`config.mk`:
```
export PLATFORM = sky130hd
export DESIGN_NAME = dmem_bus_ctrl
export DESIGN_NICKNAME = d
export VERILOG_FILES = /design/src/rtl/dmem_bus_ctrl.sv
export SDC_FILE = /design/constraint.sdc
export NUM_CORES = 1
export LEC_CHECK = 0
export BUFFER_PORTS_ARGS = -buffer_cell sky130_fd_sc_hd__buf_2
export CORE_MARGIN = 2
export CORE_UTILIZATION = 32
export CTS_CLUSTER_SIZE = 20
export DETAILED_ROUTE_END_ITERATION = 12
export PLACE_DENSITY_LB_ADDON = 0.3
export SETUP_SLACK_MARGIN = 0.02
export SYNTH_ARGS = -nofsm -noshare
export SYNTH_HDL_FRONTEND = slang
export SYNTH_SLANG_ARGS = --single-unit
```
`constraint.sdc`:
```
create_clock -name clk_in -period 2.6 [get_ports clk_in]
set_clock_uncertainty 0.05 [all_clocks]
set_input_delay 0.78 -clock clk_in [delete_from_list [all_inputs] [get_ports clk_in]]
set_output_delay 0.78 -clock clk_in [all_outputs]
set_load 0.02 [all_outputs]
```
`src/rtl/dmem_bus_ctrl.sv`:
```
`default_nettype none
// ============================================================================
// Module   : dmem_bus_ctrl
// Purpose  : Data-memory bus controller for the execute/writeback stage.
//            Converts a held load/store request into one AHB-lite-style
//            transfer (address phase, then data phase), stalls the pipeline
//            until the transfer ends, returns raw read data, and flags
//            misaligned requests, ERROR responses and hready timeouts.
// Revision : 1.0 - initial release
// ----------------------------------------------------------------------------
// Ports
//   clk_in, rst_n_in        clock (rising edge) / async active-low reset
//   mem_rd_req_in           load request, held until done or exception
//   mem_wr_req_in           store request, held until done or exception
//   addr_in[31:0]           byte address
//   wr_data_in[31:0]        store data (low byte/half significant)
//   size_in[1:0]            00 byte, 01 half, 10/11 word
//   ahb_hready_in           slave ready
//   ahb_resp_in             slave response, 1 = ERROR
//   ahb_hrdata_in[31:0]     slave read data
//   ahb_haddr_out[31:0]     bus address
//   ahb_htrans_out[1:0]     00 IDLE, 10 NONSEQ
//   ahb_hwrite_out          1 = write
//   ahb_hsize_out[2:0]      {0, size}
//   ahb_hwdata_out[31:0]    replicated write data for the data phase
//   stall_out               freeze upstream pipeline
//   done_out                one-cycle completion pulse
//   rd_data_out[31:0]       last successfully read word
//   misaligned_exc_out      misaligned request (combinational)
//   bus_err_exc_out         one-cycle error/timeout pulse
// ============================================================================
module dmem_bus_ctrl #(
   parameter int TIMEOUT_CYCLES = 16
) (
   input  logic        clk_in,
   input  logic        rst_n_in,
   input  logic        mem_rd_req_in,
   input  logic        mem_wr_req_in,
   input  logic [31:0] addr_in,
   input  logic [31:0] wr_data_in,
   input  logic [1:0]  size_in,
   input  logic        ahb_hready_in,
   input  logic        ahb_resp_in,
   input  logic [31:0] ahb_hrdata_in,
   output logic [31:0] ahb_haddr_out,
   output logic [1:0]  ahb_htrans_out,
   output logic        ahb_hwrite_out,
   output logic [2:0]  ahb_hsize_out,
   output logic [31:0] ahb_hwdata_out,
   output logic        stall_out,
   output logic        done_out,
   output logic [31:0] rd_data_out,
   output logic        misaligned_exc_out,
   output logic        bus_err_exc_out
);

   localparam int               C_CNT_W         = $clog2(TIMEOUT_CYCLES + 1);
   localparam logic [C_CNT_W-1:0] C_WAIT_MAX    = C_CNT_W'(TIMEOUT_CYCLES);
   localparam logic [1:0]       C_HTRANS_IDLE   = 2'b00;
   localparam logic [1:0]       C_HTRANS_NONSEQ = 2'b10;

   typedef enum logic [1:0] {
      ST_IDLE = 2'd0,
      ST_ADDR = 2'd1,
      ST_DATA = 2'd2,
      ST_ERR  = 2'd3
   } state_t;

   state_t               state_q, state_d;
   logic [C_CNT_W-1:0]   wait_cnt_q, wait_cnt_d;
   logic [31:0]          haddr_q, haddr_d;
   logic [1:0]           htrans_q, htrans_d;
   logic                 hwrite_q, hwrite_d;
   logic [1:0]           hsize_q, hsize_d;
   logic [31:0]          hwdata_q, hwdata_d;
   logic [31:0]          wdata_q, wdata_d;
   logic [31:0]          rd_data_q, rd_data_d;

   logic [1:0]           w_size_norm;
   logic                 w_misaligned;
   logic                 w_req;
   logic                 w_req_ok;
   logic                 w_timeout;
   logic                 w_done;
   logic                 w_bus_err;
   logic [31:0]          w_hwdata_rep;

   // Request decode: size 11 behaves exactly like a word access.
   always_comb begin
      w_size_norm = (size_in == 2'b11) ? 2'b10 : size_in;
      case (w_size_norm)
         2'b00:   w_misaligned = 1'b0;
         2'b01:   w_misaligned = addr_in[0];
         default: w_misaligned = |addr_in[1:0];
      endcase
      w_req    = mem_rd_req_in | mem_wr_req_in;
      w_req_ok = w_req & ~w_misaligned;
   end

   // Byte lanes are replicated so the slave can pick any lane for the
   // address it sees, without a lane-steering mux on our side.
   always_comb begin
      case (hsize_q)
         2'b00:   w_hwdata_rep = {4{wdata_q[7:0]}};
         2'b01:   w_hwdata_rep = {2{wdata_q[15:0]}};
         default: w_hwdata_rep = wdata_q;
      endcase
   end

   // Wait budget is exhausted only if hready is still low once the counter
   // has already seen TIMEOUT_CYCLES low cycles in this phase.
   assign w_timeout = ((state_q == ST_ADDR) || (state_q == ST_DATA)) &&
                      !ahb_hready_in && (wait_cnt_q == C_WAIT_MAX);

   // Next-state and pulse decode.  done/bus_err are decoded from the
   // registered state and the current response so the pipeline can be
   // released in the same cycle the slave completes.
   always_comb begin
      state_d    = state_q;
      haddr_d    = haddr_q;
      htrans_d   = htrans_q;
      hwrite_d   = hwrite_q;
      hsize_d    = hsize_q;
      hwdata_d   = hwdata_q;
      wdata_d    = wdata_q;
      rd_data_d  = rd_data_q;
      w_done     = 1'b0;
      w_bus_err  = 1'b0;

      case (state_q)
         ST_IDLE: begin
            if (w_req_ok) begin
               haddr_d  = addr_in;
               hwrite_d = ~mem_rd_req_in;   // simultaneous rd+wr is a read
               hsize_d  = w_size_norm;
               wdata_d  = wr_data_in;
               htrans_d = C_HTRANS_NONSEQ;
               state_d  = ST_ADDR;
            end
         end
         ST_ADDR: begin
            if (w_timeout) begin
               w_bus_err = 1'b1;
               htrans_d  = C_HTRANS_IDLE;
               state_d   = ST_IDLE;
            end else if (ahb_hready_in) begin
               htrans_d  = C_HTRANS_IDLE;
               hwdata_d  = w_hwdata_rep;
               state_d   = ST_DATA;
            end
         end
         ST_DATA: begin
            if (w_timeout) begin
               w_bus_err = 1'b1;
               state_d   = ST_IDLE;
            end else if (ahb_hready_in) begin
               if (ahb_resp_in) begin
                  w_bus_err = 1'b1;
               end else begin
                  w_done = 1'b1;
                  if (!hwrite_q) begin
                     rd_data_d = ahb_hrdata_in;
                  end
               end
               state_d = ST_IDLE;
            end else if (ahb_resp_in) begin
               // First cycle of the two-cycle ERROR response.
               state_d = ST_ERR;
            end
         end
         default: begin
            w_bus_err = 1'b1;
            state_d   = ST_IDLE;
         end
      endcase
   end

   // Wait counter restarts on every state change so each phase gets its
   // own full budget.
   always_comb begin
      wait_cnt_d = wait_cnt_q;
      if (state_d != state_q) begin
         wait_cnt_d = '0;
      end else if (((state_q == ST_ADDR) || (state_q == ST_DATA)) && !ahb_hready_in) begin
         wait_cnt_d = wait_cnt_q + C_CNT_W'(1);
      end
   end

   always_ff @(posedge clk_in or negedge rst_n_in) begin
      if (!rst_n_in) begin
         state_q    <= ST_IDLE;
         wait_cnt_q <= '0;
         haddr_q    <= '0;
         htrans_q   <= C_HTRANS_IDLE;
         hwrite_q   <= 1'b0;
         hsize_q    <= 2'b00;
         hwdata_q   <= '0;
         wdata_q    <= '0;
         rd_data_q  <= '0;
      end else begin
         state_q    <= state_d;
         wait_cnt_q <= wait_cnt_d;
         haddr_q    <= haddr_d;
         htrans_q   <= htrans_d;
         hwrite_q   <= hwrite_d;
         hsize_q    <= hsize_d;
         hwdata_q   <= hwdata_d;
         wdata_q    <= wdata_d;
         rd_data_q  <= rd_data_d;
      end
   end

   assign ahb_haddr_out      = haddr_q;
   assign ahb_htrans_out     = htrans_q;
   assign ahb_hwrite_out     = hwrite_q;
   assign ahb_hsize_out      = {1'b0, hsize_q};
   assign ahb_hwdata_out     = hwdata_q;
   assign rd_data_out        = rd_data_q;
   assign done_out           = w_done;
   assign bus_err_exc_out    = w_bus_err;
   assign misaligned_exc_out = (state_q == ST_IDLE) & w_req & w_misaligned;
   assign stall_out          = ((state_q != ST_IDLE) | w_req_ok) & ~w_done & ~w_bus_err;

endmodule
`default_nettype wire
```
==> flow_metrics.py <==
metrics = {
    "status": {
        "status": "complete, no violations",
    },
    "min_path": {
        "min_path_type": "input pin to asynchronous set/reset pin",
    },
    "route": {
        "routed_wire_length_per_instance_um": 14.5,
        "antenna_violating_nets_post_route": 0,
        "drt_iter0_drc": 221,
        "finalWirelength_mm": 15.1,
        "detail_route.drc_violations": 0,
        "via_per_inst": 4.58,
        "first_pass_iters": 5,
        "vias": 4782,
    },
    "timing": {
        "setup_violations": 0,
        "max_slew_margin": 0.627,
        "final_critical_path_setup_slack_ns": 0.0605,
        "finalHoldViolations": 0,
        "finalCriticalPeriod_ns": 2.54,
        "finalSetupTns_ns": 0,
        "slew_violations": 0,
        "finalCritPeriodShare": 0.977,
        "max_clock_freq_mhz": 394,
        "setup_repair_after_global_routing_missed_its_margin": "true",
        "slew_of_the_pin_with_the_lowest_slew_margin_ns": 0.557,
    },
    "logic_synthesis": {
        "ys_ff_latch": 139,
        "netlist_instances": 592,
        "xor_xnor_cell_area_share_of_the_yosys_netlist": 0.00592,
        "ys.flop_type": "dfrtp_1",
        "synth.top_cells.by_count": "nand2_1 (250), dfrtp_1 (139), mux2_2 (30)",
        "post_synth_and_or_nand_nor_area_fraction": 0.187,
        "synth_top_family_by_area": "simple AND/OR/NAND/NOR gates",
        "asyncSetResetFlopFracSynth": 1.00,
        "yosys.area_share.adder": 0.0127,
        "synth_largest_type_area_fraction": 0.588,
        "synth.cell_area_mm2": 0.00592,
        "post_synth_mux_area_share": 0.102,
        "synth.largest_area_cell": "dfrtp_1",
        "synth.yosys.seq_area_share": 0.588,
        "synth-warning-count": 0,
        "syn-mean-instance-area_um2": 9.99,
        "synthTopCellsByArea": "dfrtp_1 (59%), nand2_1 (16%), mux2_2 (5.7%), mux2i_1 (4.1%), o21ai_0 (2.3%)",
        "synth.most_common_cell": "nand2_1",
        "synth.distinct_cells": 41,
        "synthesized_area_fraction_occupied_by_ao_oa_aoi_and_oai_cells": 0.0732,
        "count_of_flip_flops_with_a_built_in_enable_after_synthesis": 0,
    },
    "worst_setup_path": {
        "timing.critical_path.required_ns": 1.77,
        "cp_data_arrival_time_ns": 1.71,
        "critPathCaptureType": "output pin",
        "path_class": "flip-flop to output pin",
        "timing.rr.start": "state_q[1]",
        "worst-r2r-cell-count": 8,
        "setup.worst_path.start_class": "flip-flop",
        "r2r_slack_ns": 0.47,
        "critical_path.reg2reg.endpoint": "wait_cnt_q[0]",
        "worst-path-max-fanout": 3,
    },
    "clocking": {
        "clock-root-buffer": "clkbuf_16",
        "cts-buffers-inserted": 17,
        "clk_path_buf_depth": 2,
        "clock_tree_from_tritoncts": "done",
        "number_of_h_tree_levels": 4,
        "cts.sinks": 139,
        "worstSkewPairLatency_ns": 0.42,
        "clk_pin_slew_worst_paths_ns": 0.06,
    },
    "final_layout": {
        "fillers": 1748,
        "final_core_utilization": 0.442,
        "finish.net_count": 913,
        "diodes": 0,
        "areaGrowthSynthToFinish_pct": 34.5,
        "drive_gt1_frac": 0.382,
    },
    "global_route": {
        "grt_use_total": 0.158,
        "grt_first_pass_wirelength_mm": 24.7,
        "grt_pass1_vias": 4762,
        "largest_net_degree_at_the_start_of_global_routing": 58,
        "initial_antenna_violation_count": 0,
        "grt.overflow.total": 0,
    },
    "floorplanning": {
        "die_h_um": 140,
        "ioPinCount": 210,
        "core_area_mm2": 0.0180,
        "design.die.area_mm2": 0.0196,
        "floorplan.rows": 49,
        "die_x_um": 140,
        "floorplan.initialDensity": 0.328,
    },
    "placement": {
        "detailedPlace.worstSlack_ns": 0.0418,
        "gp_congestion": 0.744,
        "hpwlAfterDp_mm": 10.5,
        "io_buffer_count": 207,
    },
    "pwr": {
        "peakVddDrop_mv": 0.525,
        "p_leak_nw": 4.20,
        "powerDensity_mw_per_mm2": 1310,
    },
    "flow_run": {
        "max_cap_viols": 0,
    },
}
## routing by layer
| metal | vias up | global-route usage | routed length (µm) |
|---|---|---|---|
| met3 | 20 | 0.0421 | 838 |
| met4 | 0 | 0.0579 | 283 |
| li1 | 2337 | - | - |
| met2 | 143 | 0.245 | 7060 |
| met5 | - | 0 | 0 |
| met1 | 2282 | 0.215 | 6920 |
## worst max-delay path, cell delays in order, from the launching register on
cell and delay (ns):
dfrtp_1 0.39, inv_2 0.08, ha_4 0.12, nor4bb_4 0.25, nand2_1 0.11, a21oi_2 0.14
nor3_2 0.05, buf_4 0.16
## sequential cells by signal, indices dropped and copies added (netlist names)
signal          count
ahb_hwdata_out     32
ahb_hwrite_out      1
hsize_q             2
wdata_q            32
rd_data_out        32
ahb_htrans_out      1
wait_cnt_q          5
ahb_haddr_out      32
state_q             2
## cell families (layout without fill, tap and decap cells)
| family | after synthesis | in the layout |
|---|---|---|
| multiplexers | 56 | 56 |
| buffers and inverters | 40 | 262 |
| adder cells (fa/ha/maj) | 6 | 6 |
| AO/OA/AOI/OAI | 64 | 64 |
| flip-flops | 139 | 139 |
| AND/OR/NAND/NOR | 282 | 282 |
| XOR/XNOR | 4 | 4 |
| other | 1 | 2 |
## worst max path at each step
stage	endpoint	slack [ns]	startpoint	depth (start not counted)
floorplan	bus_err_exc_out	0.1	state_q[0]	7
global placement	stall_out	0.08	mem_rd_req_in	7
detailed placement	stall_out	0.04	mem_rd_req_in	7
CTS	stall_out	0.02	wait_cnt_q[1]	7
global route	stall_out	-0.03	wait_cnt_q[1]	7
finish	stall_out	0.06	wait_cnt_q[1]	7
## per-stage QoR
step	area [µm²]	power, mW	hold WS [ns]	cells
2_1_floorplan	5930	6.48	0.395	593
3_3_place_gp	7270	7.93	0.405	1008
3_5_place_dp	7270	7.99	0.407	1008
4_1_cts	7920	10.5	0.196	1042
5_1_grt	7960	11.1	0.204	1044
6_report	7960	10.4	0.199	1044
## layout by cell type, fill, tap and decap left out, drive strengths merged, types with 2 or more instances in the layout
cell,synthesis,final
o21a,2,2
clkinv,0,5
dfrtp,139,139
nor2,20,20
o21bai,2,2
buf,15,226
conb,1,2
a21oi,18,18
nor3,3,3
bufinv,0,2
xor2,3,3
mux2,32,32
a211oi,5,5
a221oi,2,2
mux2i,24,24
nand4,2,2
ha,6,6
inv,5,7
o21ai,28,28
nand2b,2,2
clkbuf,20,22
nand2,250,250
## timing repair
action,in CTS,in global routing
hold buffers,0,0
pin swaps,5,6
setup buffers,3,3
endpoints found under the setup margin,3,3
resized for setup,13,9
## cell type report
cell class              instances  area, µm²  area share
inverters                       5       18.8     0.00236
flip-flops and latches        139       3480       0.437
repair buffers                226       1250       0.157
clock buffers                  22        464      0.0583
clock inverters                 9        114      0.0143
multi-input cells             414       2350       0.295
well taps                     229        287      0.0360
## power by group
part	internal [mW]	switching (mW)
registers	3.14	0.657
logic	1.65	2.58
clock network	1.47	0.929
total	6.26	4.16
No activity file was read; power rests on OpenSTA's default activity.
